`config.mk`:
```
export PLATFORM = sky130hd
export DESIGN_NAME = edge_frame_writer
export DESIGN_NICKNAME = d
export VERILOG_FILES = /design/src/rtl/edge_pkg.sv /design/src/rtl/sync_fifo.sv /design/src/rtl/edge_frame_writer.sv
export SDC_FILE = /design/constraint.sdc
export NUM_CORES = 1
export LEC_CHECK = 0
export BUFFER_PORTS_ARGS = -buffer_cell sky130_fd_sc_hd__buf_2
export CAP_MARGIN = 10
export CORE_MARGIN = 4
export CORE_UTILIZATION = 57
export DETAILED_ROUTE_END_ITERATION = 7
export HOLD_SLACK_MARGIN = 0.08
export PLACE_DENSITY = 0.74
export SYNTH_ARGS = -nofsm -noshare
export SYNTH_HDL_FRONTEND = slang
export SYNTH_SLANG_ARGS = --single-unit
```
`constraint.sdc`:
```
create_clock -name clk -period 7.2 [get_ports clk]
set_input_delay 0.72 -clock clk [delete_from_list [all_inputs] [get_ports clk]]
set_output_delay 0.72 -clock clk [all_outputs]
set_load 0.02 [all_outputs]
```
`src/rtl/edge_pkg.sv`:
```
// Shared types and constants for the edge-frame writer: pixel/word geometry,
// FIFO entry layout, write FSM states and the pixel binarisation helper.
package edge_pkg;

  localparam int PIX_W        = 4;
  localparam int PIX_PER_WORD = 4;
  localparam int WORD_W       = 16;
  localparam int SRAM_ADDR_W  = 18;

  // The entry address field is fixed at SRAM_ADDR_W; the top casts to its ADDR_W.
  typedef struct packed {
    logic                   last;
    logic [SRAM_ADDR_W-1:0] addr;
    logic [WORD_W-1:0]      data;
  } wr_entry_t;

  typedef enum logic {
    WR_IDLE = 1'b0,
    WR_REQ  = 1'b1
  } wr_state_t;

  function automatic logic [PIX_W-1:0] map_pixel(
    input logic [PIX_W-1:0] pix,
    input logic             bin_en,
    input logic [PIX_W-1:0] level
  );
    if (bin_en) begin
      return (pix >= level) ? {PIX_W{1'b1}} : {PIX_W{1'b0}};
    end
    return pix;
  endfunction

endpackage

```
`src/rtl/sync_fifo.sv`:
```
// Single-clock FIFO, registered pointers with combinational head read.
// Push on full is accepted only together with a pop; pop on empty is ignored.
module sync_fifo #(
  parameter int WIDTH = 8,
  parameter int DEPTH = 8,
  localparam int AW   = $clog2(DEPTH)
) (
  input  logic             clk,
  input  logic             rst_n,
  input  logic             push,
  input  logic [WIDTH-1:0] push_dat,
  input  logic             pop,
  output logic [WIDTH-1:0] pop_dat,
  output logic             full,
  output logic             empty,
  output logic [AW:0]      count
);

  logic [WIDTH-1:0] mem [DEPTH];
  logic [AW:0]      wr_ptr;
  logic [AW:0]      rd_ptr;
  logic             wr_en;
  logic             rd_en;

  assign count   = wr_ptr - rd_ptr;
  assign full    = (count == (AW+1)'(DEPTH));
  assign empty   = (wr_ptr == rd_ptr);
  assign rd_en   = pop & ~empty;
  assign wr_en   = push & (~full | rd_en);
  assign pop_dat = mem[rd_ptr[AW-1:0]];

  // On full+pop the write lands in the slot being read; the reader has
  // already captured the old head at this edge.
  always_ff @(posedge clk) begin
    if (wr_en) begin
      mem[wr_ptr[AW-1:0]] <= push_dat;
    end
  end

  always_ff @(posedge clk or negedge rst_n) begin
    if (!rst_n) begin
      wr_ptr <= '0;
      rd_ptr <= '0;
    end else begin
      if (wr_en) wr_ptr <= wr_ptr + 1'b1;
      if (rd_en) rd_ptr <= rd_ptr + 1'b1;
    end
  end

endmodule

```
`src/rtl/edge_frame_writer.sv`:
```
// Packs 4-bit edge pixels into 16-bit words and writes them to SRAM via req/ack.
// 4th pixel -> sram_we in 2 cycles; no input backpressure, words dropped when FIFO full.
module edge_frame_writer
  import edge_pkg::*;
#(
  parameter int IMG_W      = 640,
  parameter int IMG_H      = 480,
  parameter int ADDR_W     = 18,
  parameter int FIFO_DEPTH = 8
) (
  input  logic              clk,
  input  logic              rst_n,
  input  logic [PIX_W-1:0]  pixel_in,
  input  logic              in_valid,
  input  logic              thresh_en,
  input  logic [PIX_W-1:0]  threshold,
  output logic [ADDR_W-1:0] sram_addr,
  output logic [WORD_W-1:0] sram_wdata,
  output logic              sram_we,
  input  logic              sram_ack,
  output logic              frame_done,
  output logic              overflow,
  output logic              busy
);

  localparam int WORDS   = IMG_W * IMG_H / PIX_PER_WORD;
  localparam int CNT_W   = $clog2(FIFO_DEPTH) + 1;
  localparam int SHIFT_W = (PIX_PER_WORD - 1) * PIX_W;
  localparam logic [ADDR_W-1:0] WADDR_MAX = ADDR_W'(WORDS - 1);

  logic [PIX_W-1:0]   pix;
  logic [1:0]         pk_cnt;
  logic [SHIFT_W-1:0] pk_shift;
  logic [ADDR_W-1:0]  waddr;
  logic               word_done;
  wr_entry_t          push_entry;

  logic               fifo_push;
  logic               fifo_pop;
  logic               fifo_full;
  logic               fifo_empty;
  logic [CNT_W-1:0]   fifo_cnt;
  wr_entry_t          fifo_head;

  wr_state_t          state;
  wr_state_t          state_nxt;
  logic               cur_last;

  assign pix       = map_pixel(pixel_in, thresh_en, threshold);
  assign word_done = in_valid & (pk_cnt == 2'd3);

  always_comb begin
    push_entry      = '0;
    push_entry.last = (waddr == WADDR_MAX);
    push_entry.addr = SRAM_ADDR_W'(waddr);
    push_entry.data = {pix, pk_shift};
  end

  always_ff @(posedge clk or negedge rst_n) begin
    if (!rst_n) begin
      pk_cnt   <= '0;
      pk_shift <= '0;
      waddr    <= '0;
    end else if (in_valid) begin
      if (pk_cnt == 2'd3) begin
        pk_cnt <= '0;
        // Advances even when the word is dropped, keeping frame alignment.
        waddr  <= (waddr == WADDR_MAX) ? '0 : waddr + 1'b1;
      end else begin
        pk_shift[int'(pk_cnt)*PIX_W +: PIX_W] <= pix;
        pk_cnt <= pk_cnt + 1'b1;
      end
    end
  end

  assign fifo_push = word_done & (~fifo_full | fifo_pop);

  always_ff @(posedge clk or negedge rst_n) begin
    if (!rst_n) begin
      overflow <= 1'b0;
    end else if (word_done & fifo_full & ~fifo_pop) begin
      overflow <= 1'b1;
    end
  end

  sync_fifo #(
    .WIDTH ($bits(wr_entry_t)),
    .DEPTH (FIFO_DEPTH)
  ) u_fifo (
    .clk      (clk),
    .rst_n    (rst_n),
    .push     (fifo_push),
    .push_dat (push_entry),
    .pop      (fifo_pop),
    .pop_dat  (fifo_head),
    .full     (fifo_full),
    .empty    (fifo_empty),
    .count    (fifo_cnt)
  );

  always_ff @(posedge clk or negedge rst_n) begin
    if (!rst_n) begin
      state <= WR_IDLE;
    end else begin
      state <= state_nxt;
    end
  end

  always_comb begin
    state_nxt = state;
    fifo_pop  = 1'b0;
    case (state)
      WR_IDLE: begin
        if (!fifo_empty) begin
          fifo_pop  = 1'b1;
          state_nxt = WR_REQ;
        end
      end
      WR_REQ: begin
        if (sram_ack) begin
          if (!fifo_empty) begin
            fifo_pop = 1'b1;
          end else begin
            state_nxt = WR_IDLE;
          end
        end
      end
      default: state_nxt = WR_IDLE;
    endcase
  end

  always_ff @(posedge clk or negedge rst_n) begin
    if (!rst_n) begin
      sram_addr  <= '0;
      sram_wdata <= '0;
      cur_last   <= 1'b0;
      frame_done <= 1'b0;
    end else begin
      frame_done <= (state == WR_REQ) & sram_ack & cur_last;
      if (fifo_pop) begin
        sram_addr  <= ADDR_W'(fifo_head.addr);
        sram_wdata <= fifo_head.data;
        cur_last   <= fifo_head.last;
      end
    end
  end

  assign sram_we = (state == WR_REQ);
  assign busy    = (fifo_cnt != '0) | sram_we;

endmodule
```
### Word-level counts from Yosys, hierarchy flattened

Memory sizes are Yosys's and may differ from the RTL's. A register that Yosys moved wholly into a read port is not among the register bits.
Cells that the tools add are included.

| storage, ports and cells | value |
|---|---|
| bits in registers | 43 |
| bits in writable memories | 280 |
| input port bits | 13 |
| logic and storage cells | 56 |
| memories kept | 1 |

| operators by class | value |
|---|---|
| add/sub/neg operators | 6 |
| order comparisons | 1 |
| eq/ne operators | 4 |
| shift-type cells | 2 |
| muxes and demuxes | 14 |
| bitwise operators | 16 |
| reduce and logical (&&, ||, !) cells | 4 |

Memory list:

| name | depth | width | rd ports | clocked after Yosys merged registers in | write ports | line | RTL |
|---|---|---|---|---|---|---|---|
| u_fifo.mem | 8 | 35 | 1 | 1 | 1 | sync_fifo.sv:19 | `logic [WIDTH-1:0] mem [DEPTH];` |

Operator list:

| kind | number |
|---|---|
| 4-bit negator with 33-bit output | 1 |
| 4-bit by 33-bit variable shift with 12-bit output (first input constant) | 1 |
| 4-bit by 33-bit indexed part select with 12-bit output | 1 |
| 18-bit by 1-bit adder with 18-bit output (second input constant) | 1 |
| 18-bit by 17-bit equality test with 1-bit output (second input constant) | 1 |
| 18-bit two-way mux | 1 |
| 12-bit bitwise mux | 1 |
| 4-bit two-way mux | 3 |
| 4-bit by 1-bit adder with 4-bit output (second input constant) | 2 |
| 1-bit bitwise AND | 8 |
| 1-bit two-way mux | 6 |
| 1-bit NOT | 5 |
| 4-bit equality test | 1 |
| 4-bit equality test (second input constant) | 1 |
| 4-bit >= comparator | 1 |
| 1-bit case mux with 2 select lines | 2 |
| 2-bit AND reduction | 2 |
| 4-bit nonzero test | 1 |
| 4-bit subtractor | 1 |
| 1-bit OR | 3 |
| 2-bit by 1-bit adder with 2-bit output (second input constant) | 1 |
| 2-bit equality test (second input constant) | 1 |
| 2-bit two-way mux | 1 |
| 1-bit zero test | 1 |

### Depth between registers and ports, before layout

Gate-level depths: netlist of the first run.

| depth | value |
|---|---|
| depth in word-level cells | 9 |
| mapped depth | 10 |
| mapped depth without buffers | 7 |

### Cells and area by module

A second synthesis of the first run with hierarchy kept.

| unflattened totals | value |
|---|---|
| cells, all modules | 790 |
| area total of the unflattened synthesis | 14102.3 sq um |

By module, submodules not included:

| module | instances | cells an instance | area an instance (sq um) | sequential area each (sq um) |
|---|---|---|---|---|
| sync_fifo | 1 | 537 | 11038.1 | 8608.3 |
| edge_frame_writer | 1 | 253 | 3064.2 | 1751.7 |

### Worst setup path before layout of the first run

Ideal clock, no wire load.

| path | value |
|---|---|
| path type | reg-to-reg |
| start | reg u_fifo.rd_ptr[1] |
| end | mem u_fifo.mem[1][0] (netlist name) (enable) |
| setup time | 0.448 ns |
| arrival | 3.801 ns |
| data required time | 6.752 ns |
| path slack | 2.951 ns |
| stages on the path, launching flop included | 10 |
| clock period less this slack | 4.249 ns |
| cell sequence | dfrtp_1 -> buf_2 -> buf_1 -> inv_1 -> ha_1 -> nand3_1 -> o21ai_2 -> nor3b_4 -> a21oi_4 -> nor4b_2 |

| between the ends | value |
|---|---|
| word-level cells in the longest chain between the ends | 9 |
| elaborated cells on any way between the ends | 15 |
| those cells by class | add/sub: 1; eq/ne: 2; mux: 5; bitwise: 7 |

RTL lines:

| what | line | RTL |
|---|---|---|
| start: declaration | sync_fifo.sv:21 | `logic [AW:0] rd_ptr;` |
| start signal: assignment | sync_fifo.sv:46 | `if (rd_en) rd_ptr <= rd_ptr + 1'b1;` |
| branches (longest 6 deep; another with 4-bit subtractor) | n/a |  |
| 1-bit bitwise AND (*) | sync_fifo.sv:29 | `assign wr_en = push & (~full \| rd_en);` |
| 1-bit two-way mux (*) | sync_fifo.sv:35 | `if (wr_en) begin` |
| 1-bit two-way mux (not written as such) (*) | sync_fifo.sv:36 | `mem[wr_ptr[AW-1:0]] <= push_dat;` |
| end: declaration | sync_fifo.sv:19 |  |

Mark *: on every way between the ends.

### Worst setup path in the final report of the first run

| path | value |
|---|---|
| start | reg u_fifo.rd_ptr[0] |
| end | mem u_fifo.mem[6][20] (netlist name) (enable) |

Same word-level chain as after synthesis.

==> results of run 1 <==
==> sequential cells by signal, indices dropped and copies added (netlist names) <==
signal and count:
waddr 18, u_fifo.wr_ptr 4, sram_we 1, cur_last 1
frame_done 1, u_fifo.mem 280, sram_addr 18, pk_cnt 2
u_fifo.rd_ptr 4, sram_wdata 16, overflow 1, pk_shift 12
==> critical path, delay by kind of cell, from the launching register on <==
family / cells / cell delay [ns]
AND/OR/NAND/NOR: 3 / 1.11
flip-flops: 1 / 1.01
buffers and inverters: 1 / 0.45
adder cells (fa/ha/maj): 1 / 0.29
AO/OA/AOI/OAI: 1 / 0.27
XOR/XNOR: 1 / 0.20
==> power by group <==
group | internal (mW) | leakage (nW) | switching (mW)
combinational | 0.664 | 1.55 | 0.829
sequential | 2.55 | 3.54 | 0.274
clock | 1.17 | 0.611 | 0.747
==> routing by layer <==
metal | track usage | vias up | routed length, um
met1 | 0.288 | 3486 | 11100
met3 | 0.0334 | 44 | 1120
met4 | 0.0544 | 0 | 563
li1 | - | 3053 | -
met2 | 0.356 | 179 | 13800
met5 | 0 | - | 0
==> placed cells by master, fill, tap and decap left out, drive strengths merged, types with 2 or more instances in the layout <==
master	synthesis	layout
nand2	58	58
nor4b	4	4
and4b	2	2
nor2	23	23
bufinv	0	4
nand3	8	8
mux2i	35	35
nor2b	3	3
clkinv	0	7
a21oi	5	5
nor3	3	3
a32o	8	8
buf	21	60
inv	12	14
or2	5	5
nor4	3	3
nand4	6	6
mux2	2	2
edfxtp	280	280
and2	2	2
mux4	70	70
xnor2	13	13
o21ai	41	41
nand2b	2	2
dfrtp	78	78
ha	14	14
xor2	11	11
and3	6	6
clkbuf	8	53
o41ai	4	4
a21o	2	2
==> path summary, 6_finish.rpt <==
kind | cells past startpoint | endpoint
max reg2reg | 7 | u_fifo.mem[6][20]$_DFFE_PP_
max in group asynchronous | 2 | u_fifo.rd_ptr[0]$_DFFE_PN0P_
min in group clk | 2 | sram_addr[16]$_DFFE_PN0P_
min | 1 | sram_addr[13]$_DFFE_PN0P_
min reg2reg | 2 | sram_addr[16]$_DFFE_PN0P_
max | 7 | u_fifo.mem[6][20]$_DFFE_PP_
==> cells by family after synthesis <==
logic type / after synthesis / synth area share
fa+ha+maj: 14 / 0.0125
flops: 358 / 0.741
xor+xnor: 24 / 0.0156
buf+inv: 41 / 0.0133
simple gates: 130 / 0.0492
mux: 107 / 0.139
compound gates: 63 / 0.0286
==> cell type report <==
| type | count | area [um2] |
|---|---|---|
| clock buffer | 53 | 1070 |
| clock inverter | 13 | 174 |
| fill | 1637 | 8400 |
| inverter | 12 | 45.0 |
| multi-input combinational | 338 | 3460 |
| sequential | 358 | 10400 |
| tap | 324 | 405 |
| timing repair buffer | 60 | 328 |
==> results.md, run 1 <==
| Step | Parameter | Value |
|---|---|---|
| route | Remaining number of nets flagged by the antenna check after routing | 0 |
| grt | Wire length of the first global-routing pass | 42.5 mm |
| route | Routed wire length per instance | 23.0 um |
| critical path | Required time of the critical path | 7.38 ns |
| route | Avg Vias per Cell | 5.84 |
| power | Pwr/cell area | 394 nW/um2 |
| route | Detailed-route wire length | 26.6 mm |
| outcome | Outcome | finished, final reports clean |
| place | HPWL reported at the end of detailed placement | 15.6 mm |
| floorplanning | Height of the die | 165 um |
| floorplanning | Core Area | 24200 um2 |
| place | Post-Place Cell Area | 14600 um2 |
| sta | Final setup TNS | 0 ns |
| grt | Vias in the first global route | 7252 |
| min path | Worst min path class | primary input to asynchronous set/reset pin |
| yosys | Mean area per synthesized cell | 19.0 um2 |
| yosys | Synth cell types | 49 |
| route | Number of optimization iterations in the first detailed-route pass | 5 |
| grt | Overall overflow remaining after global route | 0 |
| sta | Clock Skews | 0.0155 ns |
| sta | Post-route worst hold slack | 0.0949 ns |
| yosys | Area share of the leading cell type in the synthesized netlist | 0.602 |
| sta | RSZ-0062 raised after global routing | no |
| sta | Max Fclk | 270 MHz |
| clock tree | Total CTS buffers | 36 |
| sta | Actual transition at the worst max-transition pin | 1.08 ns |
| place | Placement Setup Slack | 3.41 ns |
| grt | Overall track demand over capacity in global routing | 0.209 |
| sta | Final critical delay including setup and external delays | 3.71 ns |
| yosys | Netlist area before placement | 14000 um2 |
| critical path | Critical R2R Launch | u_fifo.rd_ptr[0]$_DFFE_PN0P_ |
| yosys | Most common flop cell mapped by yosys | sky130_fd_sc_hd__edfxtp_1 |
| critical path | Library cell contributing the largest single delay on the critical path | sky130_fd_sc_hd__dfrtp_4 |
| yosys | Fraction of registers with async set/reset | 0.218 |
| route | Via count | 6762 |
| critical path | Arrival time reported for the critical path endpoint | 3.88 ns |
| cells and area | Number of standard cells in the final layout excluding fillers | 1158 |
| cells and area | Post-layout nets | 833 |
| clock tree | CTS Buffer Depth | 3 |
| power | Cell leakage power | 5.70 nW |
| clock tree | Post-CTS Setup Bufs | 0 |
| floorplanning | Count of standard-cell rows | 57 |
| power | Maximum ir drop on the vdd rail | 216 uV |
| clock tree | Number of sinks on the clock net | 358 |
| floorplanning | Boundary Pins | 51 |
| clock tree | Clock latency reported for the late side of the worst-skew pair | 0.52 ns |
| clock tree | Total number of H-tree levels | 2 |
| sta | Hold Vio Cnt, Final | 0 |
| clock tree | PostCTS Resize Cnt | 0 |
| critical path | Beginning of the critical path | u_fifo.rd_ptr[0]$_DFFE_PN0P_ |
| sta | Period utilization | 0.515 |
| place | Post-Place Cells | 1092 |
| clock tree | Library cell used as clock root buffer | sky130_fd_sc_hd__clkbuf_16 |
| yosys | Main area contributors after synthesis | sky130_fd_sc_hd__edfxtp_1, sky130_fd_sc_hd__dfrtp_1, sky130_fd_sc_hd__mux4_2 |
| critical path | CP Capture Type | flip-flop |
| critical path | Largest fanout of any net on the critical path | 45 |
| yosys | Synthesized netlist cell count | 737 |
| grt | Antenna violations before repair | 0 |
| place | Port Buffers | 50 |
| place | Gp weighted congestion | 0.842 |
| route | Iteration-0 DRC count of the detailed router | 577 |
| flow run | Count of max-cap constraint violations | 0 |
| sta | Max-Slew Margin vs Limit | 0.279 |
| yosys | Synth top cells by count | sky130_fd_sc_hd__edfxtp_1, sky130_fd_sc_hd__dfrtp_1, sky130_fd_sc_hd__mux4_2, sky130_fd_sc_hd__nand2_1, sky130_fd_sc_hd__o21ai_0 |
| cells and area | Finished Cell Area | 15800 um2 |
| route | Number of remaining DRC errors | 0 |
| yosys | Post-synth EDFFs | 280 |
| cells and area | Share of post-route cells with drive strength above 1 | 0.255 |
| yosys | Most repeated cell in the gate-level netlist after synthesis | sky130_fd_sc_hd__edfxtp_1 |
| floorplanning | Starting utilization of the core area | 0.576 |
| sta | Least setup slack across all paths after layout | 3.49 ns |
| floorplanning | Die area | 27100 um2 |
| critical path | Worst setup slack for register-to-register paths | 3.49 ns |
| cells and area | Final core area utilization | 0.653 |
| critical path | Critical path's largest stage delay | 1.01 ns |
| sta | Number of pins with negative max-slew slack in the final report | 0 |
| floorplanning | Die width | 165 um |
| cells and area | Layout overhead on the synthesized area | 13.4% |
| clock tree | Clock tree from TritonCTS | yes |
| yosys | Cell type contributing the most total cell area after synthesis | sky130_fd_sc_hd__edfxtp_1 |
| yosys | YS warnings | 0 |
| clock tree | Clock-pin slew on the worst setup and hold paths | 0.06 ns |
| power | Tot Pwr | 6.24 mW |
| clock tree | Number of buffers inserted by hold repair at cts | 0 |
| yosys | Post-synth net total | 764 |
| grt | Pin count of the biggest net entering global routing | 75 |
| critical path | Cells traversed along the worst timing path | ha_1 > nor2b_1 > xnor2_1 > nor3b_4 > a21oi_4 > and4_1 > buf_4 |
| yosys | Flop and latch count out of synthesis | 358 |
| yosys | Seq/Total Area, Yosys | 0.741 |
| critical path | Launching element type of the critical path | flip-flop |
| sta | Final-report setup violation count | 0 |
| critical path | Category of the most critical setup path | flip-flop to flip-flop |
| cells and area | ANT cells | 0 |
No activity file was read; power rests on OpenSTA's default activity.
==> inputs of run 2 (changes only) <==
==> constraint.sdc (replaced) <==
create_clock -name clk -period 3.5 [get_ports clk]
set_input_delay 0.35 -clock clk [delete_from_list [all_inputs] [get_ports clk]]
set_output_delay 0.35 -clock clk [all_outputs]
set_load 0.02 [all_outputs]
==> run 2 against run 1 <==
Design area grew 0.77%. Non-clock buffer count is 11 higher. Total power increased by 110%. Hold slack improved by 0.043 ns. Combinational power up 120%. Critical path depth down 1. Global-route usage decreased by 0.24 points. Routed wire length up 1.2%. Sequential cell count is the same. Sequential share of layout area decreased by 0.50 points. First-iteration DRC count decreased by 0.52%. Critical path type is now flip-flop to primary output. Highest routed layer unchanged.
==> results.md, run 2 (same netlist as run 1, synthesis figures left out) <==
| Step | Parameter | Value | Change |
|---|---|---|---|
| outcome | Outcome | finished, final reports clean |  |
| cells and area | Number of filler cells placed in the layout | 1632 | -0.31% |
| critical path | Library cell contributing the largest single delay on the critical path | sky130_fd_sc_hd__or4_1 |  |
| clock tree | Clock latency reported for the late side of the worst-skew pair | 0.51 ns | about the same |
| clock tree | Post-CTS Setup Bufs | 0 | unchanged |
| floorplanning | Starting utilization of the core area | 0.576 | unchanged |
| critical path | Critical R2R Launch | u_fifo.wr_ptr[2]$_DFFE_PN0P_ |  |
| floorplanning | Die area | 27100 um2 | unchanged |
| sta | Final setup TNS | 0 ns | unchanged |
| grt | Wire length of the first global-routing pass | 42.1 mm | -1.1% |
| sta | Period utilization | 0.878 |  |
| cells and area | Leading cell types in the layout, fill and taps excluded | sky130_fd_sc_hd__edfxtp_1, sky130_fd_sc_hd__dfrtp_1, sky130_fd_sc_hd__mux4_2 |  |
| grt | Overall track demand over capacity in global routing | 0.207 | -0.00238 |
| min path | Hold_sp | sram_ack |  |
| route | Number of optimization iterations in the first detailed-route pass | 5 | unchanged |
| cells and area | Share of post-route cells with drive strength above 1 | 0.258 | +0.00232 |
| critical path | Critical path's largest stage delay | 0.63 ns | -0.38 ns |
| power | Maximum ir drop on the vdd rail | 507 uV | +130% |
| grt | GRT met2 Usage | 0.346 | -0.0104 |
| power | Cell leakage power | 5.75 nW | +0.80% |
| clock tree | Number of buffers inserted by hold repair at cts | 1 | +1 |
| sta | Hold Vio Cnt, Final | 0 | unchanged |
| critical path | Beginning of the critical path | u_fifo.wr_ptr[2]$_DFFE_PN0P_ |  |
| sta | Clock Skews | 0.0136 ns | -0.00190 ns |
| clock tree | Library cell used as clock root buffer | sky130_fd_sc_hd__clkbuf_16 |  |
| power | Pwr/cell area | 805 nW/um2 | +100% |
| sta | Actual transition at the worst max-transition pin | 1.08 ns | -0.00238 ns |
| floorplanning | Boundary Pins | 51 | unchanged |
| sta | RSZ-0062 raised after global routing | no |  |
| grt | Overall overflow remaining after global route | 0 | unchanged |
| critical path | Category of the most critical setup path | flip-flop to primary output |  |
| critical path | CP Capture Type | primary output |  |
| route | Routed wire length per instance | 23.1 um | +0.46% |
| min path | Worst min path class | primary input to flip-flop |  |
| power | Tot Pwr | 12.9 mW | +110% |
| grt | Pin count of the biggest net entering global routing | 75 | unchanged |
| route | Remaining number of nets flagged by the antenna check after routing | 0 | unchanged |
| grt | Vias in the first global route | 7239 | -0.18% |
| floorplanning | Core Area | 24200 um2 | unchanged |
| route | Detailed-route wire length | 26.9 mm | +1.2% |
| floorplanning | Count of standard-cell rows | 57 | unchanged |
| critical path | Arrival time reported for the critical path endpoint | 2.72 ns | -1.16 ns |
| clock tree | Total CTS buffers | 35 | -2.8% |
| clock tree | Clock-pin slew on the worst setup and hold paths | 0.06 ns | about the same |
| place | Port Buffers | 50 | unchanged |
| grt | Layer carrying the most global-route usage | met2 |  |
| critical path | Launching element type of the critical path | flip-flop |  |
| sta | Max-Slew Margin vs Limit | 0.281 | +0.00159 |
| flow run | Count of max-cap constraint violations | 0 | unchanged |
| grt | Antenna violations before repair | 0 | unchanged |
| clock tree | Total number of H-tree levels | 2 | unchanged |
| route | Number of remaining DRC errors | 0 | unchanged |
| grt | Met3 Usage GRT | 0.0299 | -0.00349 |
| sta | Final-report setup violation count | 0 | unchanged |
| clock tree | CTS Buffer Depth | 3 | unchanged |
| clock tree | PostCTS Resize Cnt | 0 | unchanged |
| sta | Final critical delay including setup and external delays | 3.07 ns |  |
| route | Avg Vias per Cell | 5.96 | +2.1% |
| clock tree | Number of sinks on the clock net | 358 | unchanged |
| floorplanning | Height of the die | 165 um | unchanged |
| route | Via count | 6949 | +2.8% |
| floorplanning | Die width | 165 um | unchanged |
| grt | GRT met1 Usage | 0.292 | +0.00450 |
| sta | Max Fclk | 325 MHz |  |
| cells and area | Max reg flops | 280 | unchanged |
| critical path | Required time of the critical path | 3.15 ns | -4.23 ns |
| route | Iteration-0 DRC count of the detailed router | 574 | -0.52% |
| critical path | Largest fanout of any net on the critical path | 10 | -78% |
| cells and area | Layout overhead on the synthesized area | 14.3% |  |
| clock tree | Clock tree from TritonCTS | yes |  |
| cells and area | Commonest non-fill, non-tap cell in the layout | sky130_fd_sc_hd__edfxtp_1 |  |
| sta | Number of pins with negative max-slew slack in the final report | 0 | unchanged |
| cells and area | ANT cells | 0 | unchanged |
| place | Gp weighted congestion | 0.767 | -9.0% |
| cells and area | Post-layout nets | 843 | +1.2% |
| place | HPWL reported at the end of detailed placement | 15.7 mm | +0.18% |
| cells and area | Final core area utilization | 0.658 | +0.00501 |
| critical path | Cells traversed along the worst timing path | ha_1 > a21oi_1 > o21ai_1 > xnor2_1 > or4_1 > buf_2 |  |
## run 2: cell count changes in the layout (fill, tap and decap cells not counted), moves of 2 or more
| cell | delta |
|---|---|
| sky130_fd_sc_hd__buf_12 | +4 |
| sky130_fd_sc_hd__buf_4 | +6 |
| sky130_fd_sc_hd__bufinv_16 | +3 |
| sky130_fd_sc_hd__clkbuf_1 | -2 |
| sky130_fd_sc_hd__clkbuf_8 | -8 |
| sky130_fd_sc_hd__clkinv_1 | +4 |
| sky130_fd_sc_hd__clkinvlp_4 | +3 |
| sky130_fd_sc_hd__inv_6 | -2 |
## run 2: area by class of cell
cell class              instances  area, um2  share of cell area
repair buffers                 71        463              0.0290
inverters                      12       45.0             0.00282
flip-flops and latches        358      10400               0.649
multi-input cells             338       3460               0.217
clock buffers                  43        948              0.0594
well taps                     324        405              0.0254
clock inverters                20        279              0.0175
## run 2: worst paths after layout
check / to / slack, ns / cells after the start
worst max register to register: u_fifo.mem[5][2]$_DFFE_PP_ / 0.60 / 7
worst max-delay path: busy / 0.43 / 6
min in group asynchronous: sram_addr[11]$_DFFE_PN0P_ / 0.54 / 2
worst min register to register: sram_addr[7]$_DFFE_PN0P_ / 0.47 / 2
worst min-delay path: frame_done$_DFF_PN0_ / 0.14 / 2
max in group asynchronous: u_fifo.rd_ptr[0]$_DFFE_PN0P_ / 2.15 / 2
## run 2: routing by layer
| metal | up-vias | wire (um) |
|---|---|---|
| met5 | - | 0 |
| met4 | 0 | 573 |
| met3 | 45 | 1170 |
| met2 | 190 | 13700 |
| met1 | 3648 | 11400 |
| li1 | 3066 | - |
## run 2: worst max-delay path, delay by kind of cell (launching register included)
kind,cells,cell delay [ns]
xor+xnor,1,0.26
fa+ha+maj,1,0.35
simple gates,1,0.63
compound gates,2,0.24
flops,1,0.55
buf+inv,1,0.20
## run 2: power by group
group          switching (mW)  leakage [nW]  internal [mW]  total (mW)
logic                    1.85          1.62           1.39        3.23
registers               0.429          3.54           5.25        5.68
clock network            1.50         0.588           2.45        3.95
## run 2: per-stage QoR
step	instances	cell area [um2]	setup slack (ns)	hold WS, ns
floorplan	737	14000	0.0654	0.0544
global placement	1102	14700	0.663	0.456
detailed placement	1102	14700	0.607	0.465
CTS	1166	16000	0.403	0.131
global route	1166	16000	0.283	0.138
finish	1166	16000	0.426	0.138
